File: src/rtl/watch_pkg.sv
// Shared definitions for the watch key handling: press-FSM states and
// conversion of millisecond timing parameters into clock-cycle counts.
package watch_pkg;

    typedef enum logic [1:0] {
        IDLE      = 2'd0,
        PRESSED   = 2'd1,
        LONG_DONE = 2'd2
    } key_state_t;

    function automatic int unsigned ms_to_cycles(input int unsigned clk_hz,
                                                 input int unsigned ms);
        return ms * (clk_hz / 1000);
    endfunction

    // Width of a counter that must hold 0..n without wrapping.
    function automatic int unsigned cnt_width(input int unsigned n);
        return (n > 0) ? $clog2(n + 1) : 1;
    endfunction

endpackage

File: src/rtl/key_debounce.sv
// Two-flop synchronizer plus debouncer for one active-low raw key.
// level toggles only after the synchronized sample has disagreed for DEB cycles.
module key_debounce
    import watch_pkg::*;
#(
    parameter int unsigned IN_CLK_HZ   = 50_000_000,
    parameter int unsigned DEBOUNCE_MS = 20
) (
    input  logic clk,
    input  logic rst_n,
    input  logic key_n,
    output logic level
);

    localparam int unsigned DEB = ms_to_cycles(IN_CLK_HZ, DEBOUNCE_MS);
    localparam int unsigned CW  = cnt_width(DEB);
    localparam logic [CW-1:0] DEB_C = CW'(DEB);

    logic          sync_p0;
    logic          sync_p1;
    logic [CW-1:0] deb_cnt;

    // stage p0/p1: metastability filter on the inverted (active-high) key
    always_ff @(posedge clk or negedge rst_n) begin
        if (!rst_n) begin
            sync_p0 <= 1'b0;
            sync_p1 <= 1'b0;
        end else begin
            sync_p0 <= ~key_n;
            sync_p1 <= sync_p0;
        end
    end

    // stage p2: the counter never exceeds DEB, so it cannot wrap
    always_ff @(posedge clk or negedge rst_n) begin
        if (!rst_n) begin
            deb_cnt <= '0;
            level   <= 1'b0;
        end else if (sync_p1 == level) begin
            deb_cnt <= '0;
        end else if (deb_cnt == DEB_C) begin
            deb_cnt <= '0;
            level   <= ~level;
        end else begin
            deb_cnt <= deb_cnt + 1'b1;
        end
    end

endmodule

File: src/rtl/key_events.sv
// Two-key front end: debounced levels, short/long press events per key and
// a long press of both keys together. Overlapping presses taint each other.
module key_events
    import watch_pkg::*;
#(
    parameter int unsigned IN_CLK_HZ   = 50_000_000,
    parameter int unsigned DEBOUNCE_MS = 20,
    parameter int unsigned LONG_MS     = 4000
) (
    input  logic clk,
    input  logic rst_n,
    input  logic key_one_n,
    input  logic key_two_n,
    output logic one_held,
    output logic two_held,
    output logic short_one,
    output logic short_two,
    output logic long_one,
    output logic long_two,
    output logic long_both
);

    localparam int unsigned LONG = ms_to_cycles(IN_CLK_HZ, LONG_MS);
    localparam int unsigned LW   = cnt_width(LONG);
    localparam logic [LW-1:0] LONG_C = LW'(LONG);

    logic [1:0]    lvl;
    logic [1:0]    other_lvl;
    logic [1:0]    tainted;
    key_state_t    state    [2];
    key_state_t    state_nx [2];
    logic [LW-1:0] hold_cnt    [2];
    logic [LW-1:0] hold_cnt_nx [2];
    logic [1:0]    taint;
    logic [1:0]    taint_nx;
    logic [1:0]    short_nx;
    logic [1:0]    long_nx;
    logic [1:0]    short_q;
    logic [1:0]    long_q;

    logic          both_lvl;
    logic          both_idle;
    logic [LW-1:0] combo_cnt;
    logic [LW-1:0] combo_cnt_nx;
    logic          combo_fire;
    logic          combo_done;
    logic          combo_done_nx;
    logic          long_both_q;

    key_debounce #(
        .IN_CLK_HZ  (IN_CLK_HZ),
        .DEBOUNCE_MS(DEBOUNCE_MS)
    ) u_deb_one (
        .clk  (clk),
        .rst_n(rst_n),
        .key_n(key_one_n),
        .level(lvl[0])
    );

    key_debounce #(
        .IN_CLK_HZ  (IN_CLK_HZ),
        .DEBOUNCE_MS(DEBOUNCE_MS)
    ) u_deb_two (
        .clk  (clk),
        .rst_n(rst_n),
        .key_n(key_two_n),
        .level(lvl[1])
    );

    assign other_lvl = {lvl[0], lvl[1]};
    // The other key being down right now counts as taint even before the flag is set.
    assign tainted   = taint | other_lvl;

    always_comb begin
        for (int k = 0; k < 2; k++) begin
            state_nx[k]    = state[k];
            hold_cnt_nx[k] = hold_cnt[k];
            short_nx[k]    = 1'b0;
            long_nx[k]     = 1'b0;
            case (state[k])
                IDLE: begin
                    hold_cnt_nx[k] = '0;
                    if (lvl[k]) state_nx[k] = PRESSED;
                end
                PRESSED: begin
                    if (!lvl[k]) begin
                        state_nx[k] = IDLE;
                        short_nx[k] = ~tainted[k];
                    end else if (hold_cnt[k] == LONG_C) begin
                        state_nx[k] = LONG_DONE;
                        long_nx[k]  = ~tainted[k];
                    end else begin
                        hold_cnt_nx[k] = hold_cnt[k] + 1'b1;
                    end
                end
                LONG_DONE: begin
                    if (!lvl[k]) state_nx[k] = IDLE;
                end
                default: state_nx[k] = IDLE;
            endcase
            if (state_nx[k] == IDLE) begin
                taint_nx[k] = 1'b0;
            end else begin
                taint_nx[k] = taint[k] | other_lvl[k];
            end
        end
    end

    assign both_lvl  = &lvl;
    assign both_idle = (state[0] == IDLE) && (state[1] == IDLE);

    always_comb begin
        combo_cnt_nx = combo_cnt;
        if (!both_lvl) begin
            combo_cnt_nx = '0;
        end else if (combo_cnt != LONG_C) begin
            combo_cnt_nx = combo_cnt + 1'b1;
        end
        combo_fire    = both_lvl && (combo_cnt != LONG_C) && (combo_cnt_nx == LONG_C)
                        && !combo_done;
        combo_done_nx = combo_done;
        if (combo_fire) begin
            combo_done_nx = 1'b1;
        end else if (both_idle) begin
            combo_done_nx = 1'b0;
        end
    end

    // stage p3: press FSMs, combo tracking and registered event pulses
    always_ff @(posedge clk or negedge rst_n) begin
        if (!rst_n) begin
            for (int k = 0; k < 2; k++) begin
                state[k]    <= IDLE;
                hold_cnt[k] <= '0;
            end
            taint       <= '0;
            short_q     <= '0;
            long_q      <= '0;
            combo_cnt   <= '0;
            combo_done  <= 1'b0;
            long_both_q <= 1'b0;
        end else begin
            for (int k = 0; k < 2; k++) begin
                state[k]    <= state_nx[k];
                hold_cnt[k] <= hold_cnt_nx[k];
            end
            taint       <= taint_nx;
            short_q     <= short_nx;
            long_q      <= long_nx;
            combo_cnt   <= combo_cnt_nx;
            combo_done  <= combo_done_nx;
            long_both_q <= combo_fire;
        end
    end

    assign one_held  = lvl[0];
    assign two_held  = lvl[1];
    assign short_one = short_q[0];
    assign short_two = short_q[1];
    assign long_one  = long_q[0];
    assign long_two  = long_q[1];
    assign long_both = long_both_q;

endmodule

File: config.mk
export PLATFORM = sky130hd
export DESIGN_NAME = key_events
export DESIGN_NICKNAME = d
export VERILOG_FILES = /design/src/rtl/watch_pkg.sv /design/src/rtl/key_debounce.sv /design/src/rtl/key_events.sv
export SDC_FILE = /design/constraint.sdc
export NUM_CORES = 1
export LEC_CHECK = 0
export BUFFER_PORTS_ARGS = -buffer_cell sky130_fd_sc_hd__buf_2
export CAP_MARGIN = 20
export CORE_MARGIN = 1.5
export CORE_UTILIZATION = 25
export CTS_BUF_LIST = sky130_fd_sc_hd__clkbuf_8 sky130_fd_sc_hd__clkbuf_16
export DETAILED_ROUTE_END_ITERATION = 10
export SLEW_MARGIN = 10
export SYNTH_ARGS = -nofsm -noshare
export SYNTH_HDL_FRONTEND = slang
export SYNTH_SLANG_ARGS = --single-unit
export TNS_END_PERCENT = 1
File: constraint.sdc
create_clock -name clk -period 2.8 [get_ports clk]
set_input_delay 0.42 -clock clk [delete_from_list [all_inputs] [get_ports clk]]
set_output_delay 0.42 -clock clk [all_outputs]
set_load 0.01 [all_outputs]
==> flow_summary.ini <==
[outcome]
status = complete, no violations

[grt]
grt_overflow = 0
antenna_found_initial = 0
grt_max_degree = 60
gr-usage-all-layers_pct = 10.29
grt_pass1_vias = 5250
grt_first_pass_wirelength_um = 25830

[synthesis]
synth.top_cell.area_share_pct = 47.92
synth_xor_area_share_pct = 12.88
netlist_top_cells_count = 142 x dfrtp_1, 139 x nor2_1, 59 x xor2_1, 50 x xnor2_1, 47 x nand3_1
synth_compound_area_share_pct = 4.759
syn-instance-count = 772
synth_edf_count = 0
synth_cell_types = 60
synth_area_leaders = dfrtp_1 48%, nor2_1 7.0%, xor2_1 7.0%
synth_area_um2 = 7415
yosys.area.top_type = dfrtp_1
synth_top_family_by_area = simple AND/OR/NAND/NOR gates
synth.net_count = 786
ys.flop_type = dfrtp_1
ys_seq_area_share_pct = 47.92
synth_mux_area_share_pct = 0.5906
synth_seq_cells = 142
synth-simple-area-share_pct = 28.15
synth-adder-area-share_pct = 1.687
yosysMostFrequentCell = dfrtp_1
yosysWarnings = 0
ys_async_sr_fraction_pct = 100.0
syn_avg_cell_area_um2 = 9.604

[timing]
finalSetupViolCount = 0
fin_crit_ns = 2.519
rsz0062_at_grt = false
drv_slew = 0
setup_tns_ns = 0
min_period_over_period_pct = 89.98
fmax_mhz = 396.9
layout_setup_ws_ns = 0.2806
worst_slew_pin_slew_ns = 0.5709
hold_viol = 0
fin_skew_ns = 0.008717
holdWs_ns = 0.1302
relSlewSlack_pct = 61.94

[place]
place_inst = 1144
port_buffers = 10
place_congestion = 0.8076
place_area_um2 = 7863
dpl_worst_slack_ns = 0.2765
dp_hpwl_um = 9814

[worst_hold_path]
hp-class = in2reg
hold-path-endpoint = u_deb_one.sync_p0
hp-start = key_one_n
hold_path_depth = 2

[job]
maxCapViolCount = 0

[route]
firstDrtPassIters = 4
routedWlPerCell_um = 12.52
wirelength_um = 14730
dr_total_vias = 5294
ant_nets = 0
drt_iter0_markers = 365
route.detailed.drc = 0
routed_via_density = 4.498

[cells_and_area]
fillers = 2985
drive_gt1_share_pct = 10.59
final_cells = 1177
n_antenna_cell = 0
syn2layout_area_growth_pct = 14.11
post-route-util_pct = 29.24
final_area_um2 = 8461
final_nets = 794

[clocking]
clock_latency_ns = 0.42
cts_tree = built
post-cts-setup-buffers = 0
path_clk_slew_ns = 0.07
cts_buffers = 17
h-tree-depth = 4
clock-root-buffer = clkbuf_16
cts_sinks = 142
clockBufferDepth = 2

[power]
power.density_nw_per_um2 = 520.5
p_seq_share_pct = 47.0
finalPower_mw = 4.404
ir_drop_mv = 0.3608
sw_frac_of_total_pct = 22.76
clock_power_share_pct = 51.2
p_comb_share_pct = 1.7
p_switching_mw = 1.002
cellInternalPower_mw = 3.402
cellLeakagePower_nw = 3.389

[worst_setup_path]
worstReg2RegEnd = hold_cnt[45]
r2r-start = hold_cnt[28]
cp_slowest_stage_delay_ns = 0.42
critPathCaptureType = register
crit_path_start_kind = register
rrSetupSlack_ns = 0.28
ff2ff_path_depth = 9
slowest_stage = o21ba_2
crit_buf_inv = 1
critPathKind = reg2reg
worstPathArrival_ns = 2.86
cpLargestDelayFamily = compound AO/OA/AOI/OAI gates
crit_fanout = 20
crit_chain = inv_1 > ha_1 > nor4b_1 > nand3_1 > o311a_1 > o21ba_2 > nand4_1 > or3_1 > a21oi_1
required_ns = 3.14

[floorplan]
core-area_um2 = 28940
fp.dieH_um = 175.2
pin_count = 11
initial_utilization_pct = 25.62
die-area_um2 = 30700
dieWidth_um = 175.2
rows = 62
area by class of cell:
cell class	instances	area [um2]	share of cell area, %
Clock buffer	17	425.4	5.028
Timing Repair Buffer	22	161.4	1.908
Clock inverter	15	161.4	1.908
Multi-Input combinational cell	568	3570	42.19
Inverter	29	108.9	1.287
Tap cell	384	480.5	5.679
Sequential cell	142	3553	42.00
cells in the final DEF, fill, tap and decap left out, types with 7 or more instances in the layout:
master | netlist | routed
xor2_1 | 59 | 59
nand3_1 | 47 | 47
inv_1 | 29 | 29
nor3_1 | 19 | 19
o21ai_0 | 13 | 13
xnor2_1 | 50 | 50
nand4_1 | 30 | 30
buf_2 | 6 | 9
and4_1 | 8 | 8
and3_1 | 24 | 23
nand2_1 | 46 | 46
buf_4 | 3 | 10
clkbuf_16 | 0 | 17
nor2_1 | 139 | 137
nor4b_1 | 7 | 7
dfrtp_1 | 142 | 142
nor4_1 | 10 | 10
ha_1 | 10 | 10
a21oi_1 | 17 | 17
or3_1 | 11 | 11
and2_1 | 7 | 7
cell families (layout without fill, tap and decap cells):
family	count (synthesis)	after routing
simple gates	393	393
mux	4	4
xor+xnor	109	109
flops	142	142
buf+inv	62	83
fa+ha+maj	10	10
compound gates	52	52
power groups by stage:
stage                     registers, mW  logic, mW  clock network, mW
after global placement             2.11     0.0802                  0
after global routing               2.07     0.0921               2.40
final                              2.07     0.0770               2.26
after detailed placement           2.11     0.0814                  0
after CTS                          2.07     0.0828               2.31
after floorplan                    2.11     0.0250                  0
layer usage:
metal	vias to the layer above	part of all wire (%)	GRT usage (%)
li1	2659	-	-
met1	2562	49	13.63
met2	56	47	16.32
met3	17	2.5	2.219
met4	0	1.6	4.095
met5	-	0	0
worst max-delay path by stage:
stage / start / to / slack (ns) / cells past startpoint
floorplan: combo_cnt[0] / combo_done / 0.52 / 10
global placement: combo_cnt[0] / combo_done / 0.40 / 8
detailed placement: combo_cnt[0] / combo_done / 0.28 / 8
CTS: combo_cnt[0] / combo_done / 0.23 / 8
global route: hold_cnt[28] / hold_cnt[45] / 0.07 / 9
finish: hold_cnt[28] / hold_cnt[45] / 0.28 / 9
repair_timing:
| item | 4_1_cts | 5_1_grt |
|---|---|---|
| setup endpoints to repair | 0 | 1 |
| hold endpoints to repair | 32 | 0 |
| hold buffers | 1 | 0 |
| resized for setup | 0 | 1 |
flip-flops by register name, summed over array words and instances (netlist names), 2 cells and up:
signal             flops
combo_cnt             28
hold_cnt              56
long_q                 2
short_q                2
state                  4
taint                  2
u_deb_one.deb_cnt     20
u_deb_two.deb_cnt     20
Note: power is estimated with default switching activity, not from simulation.
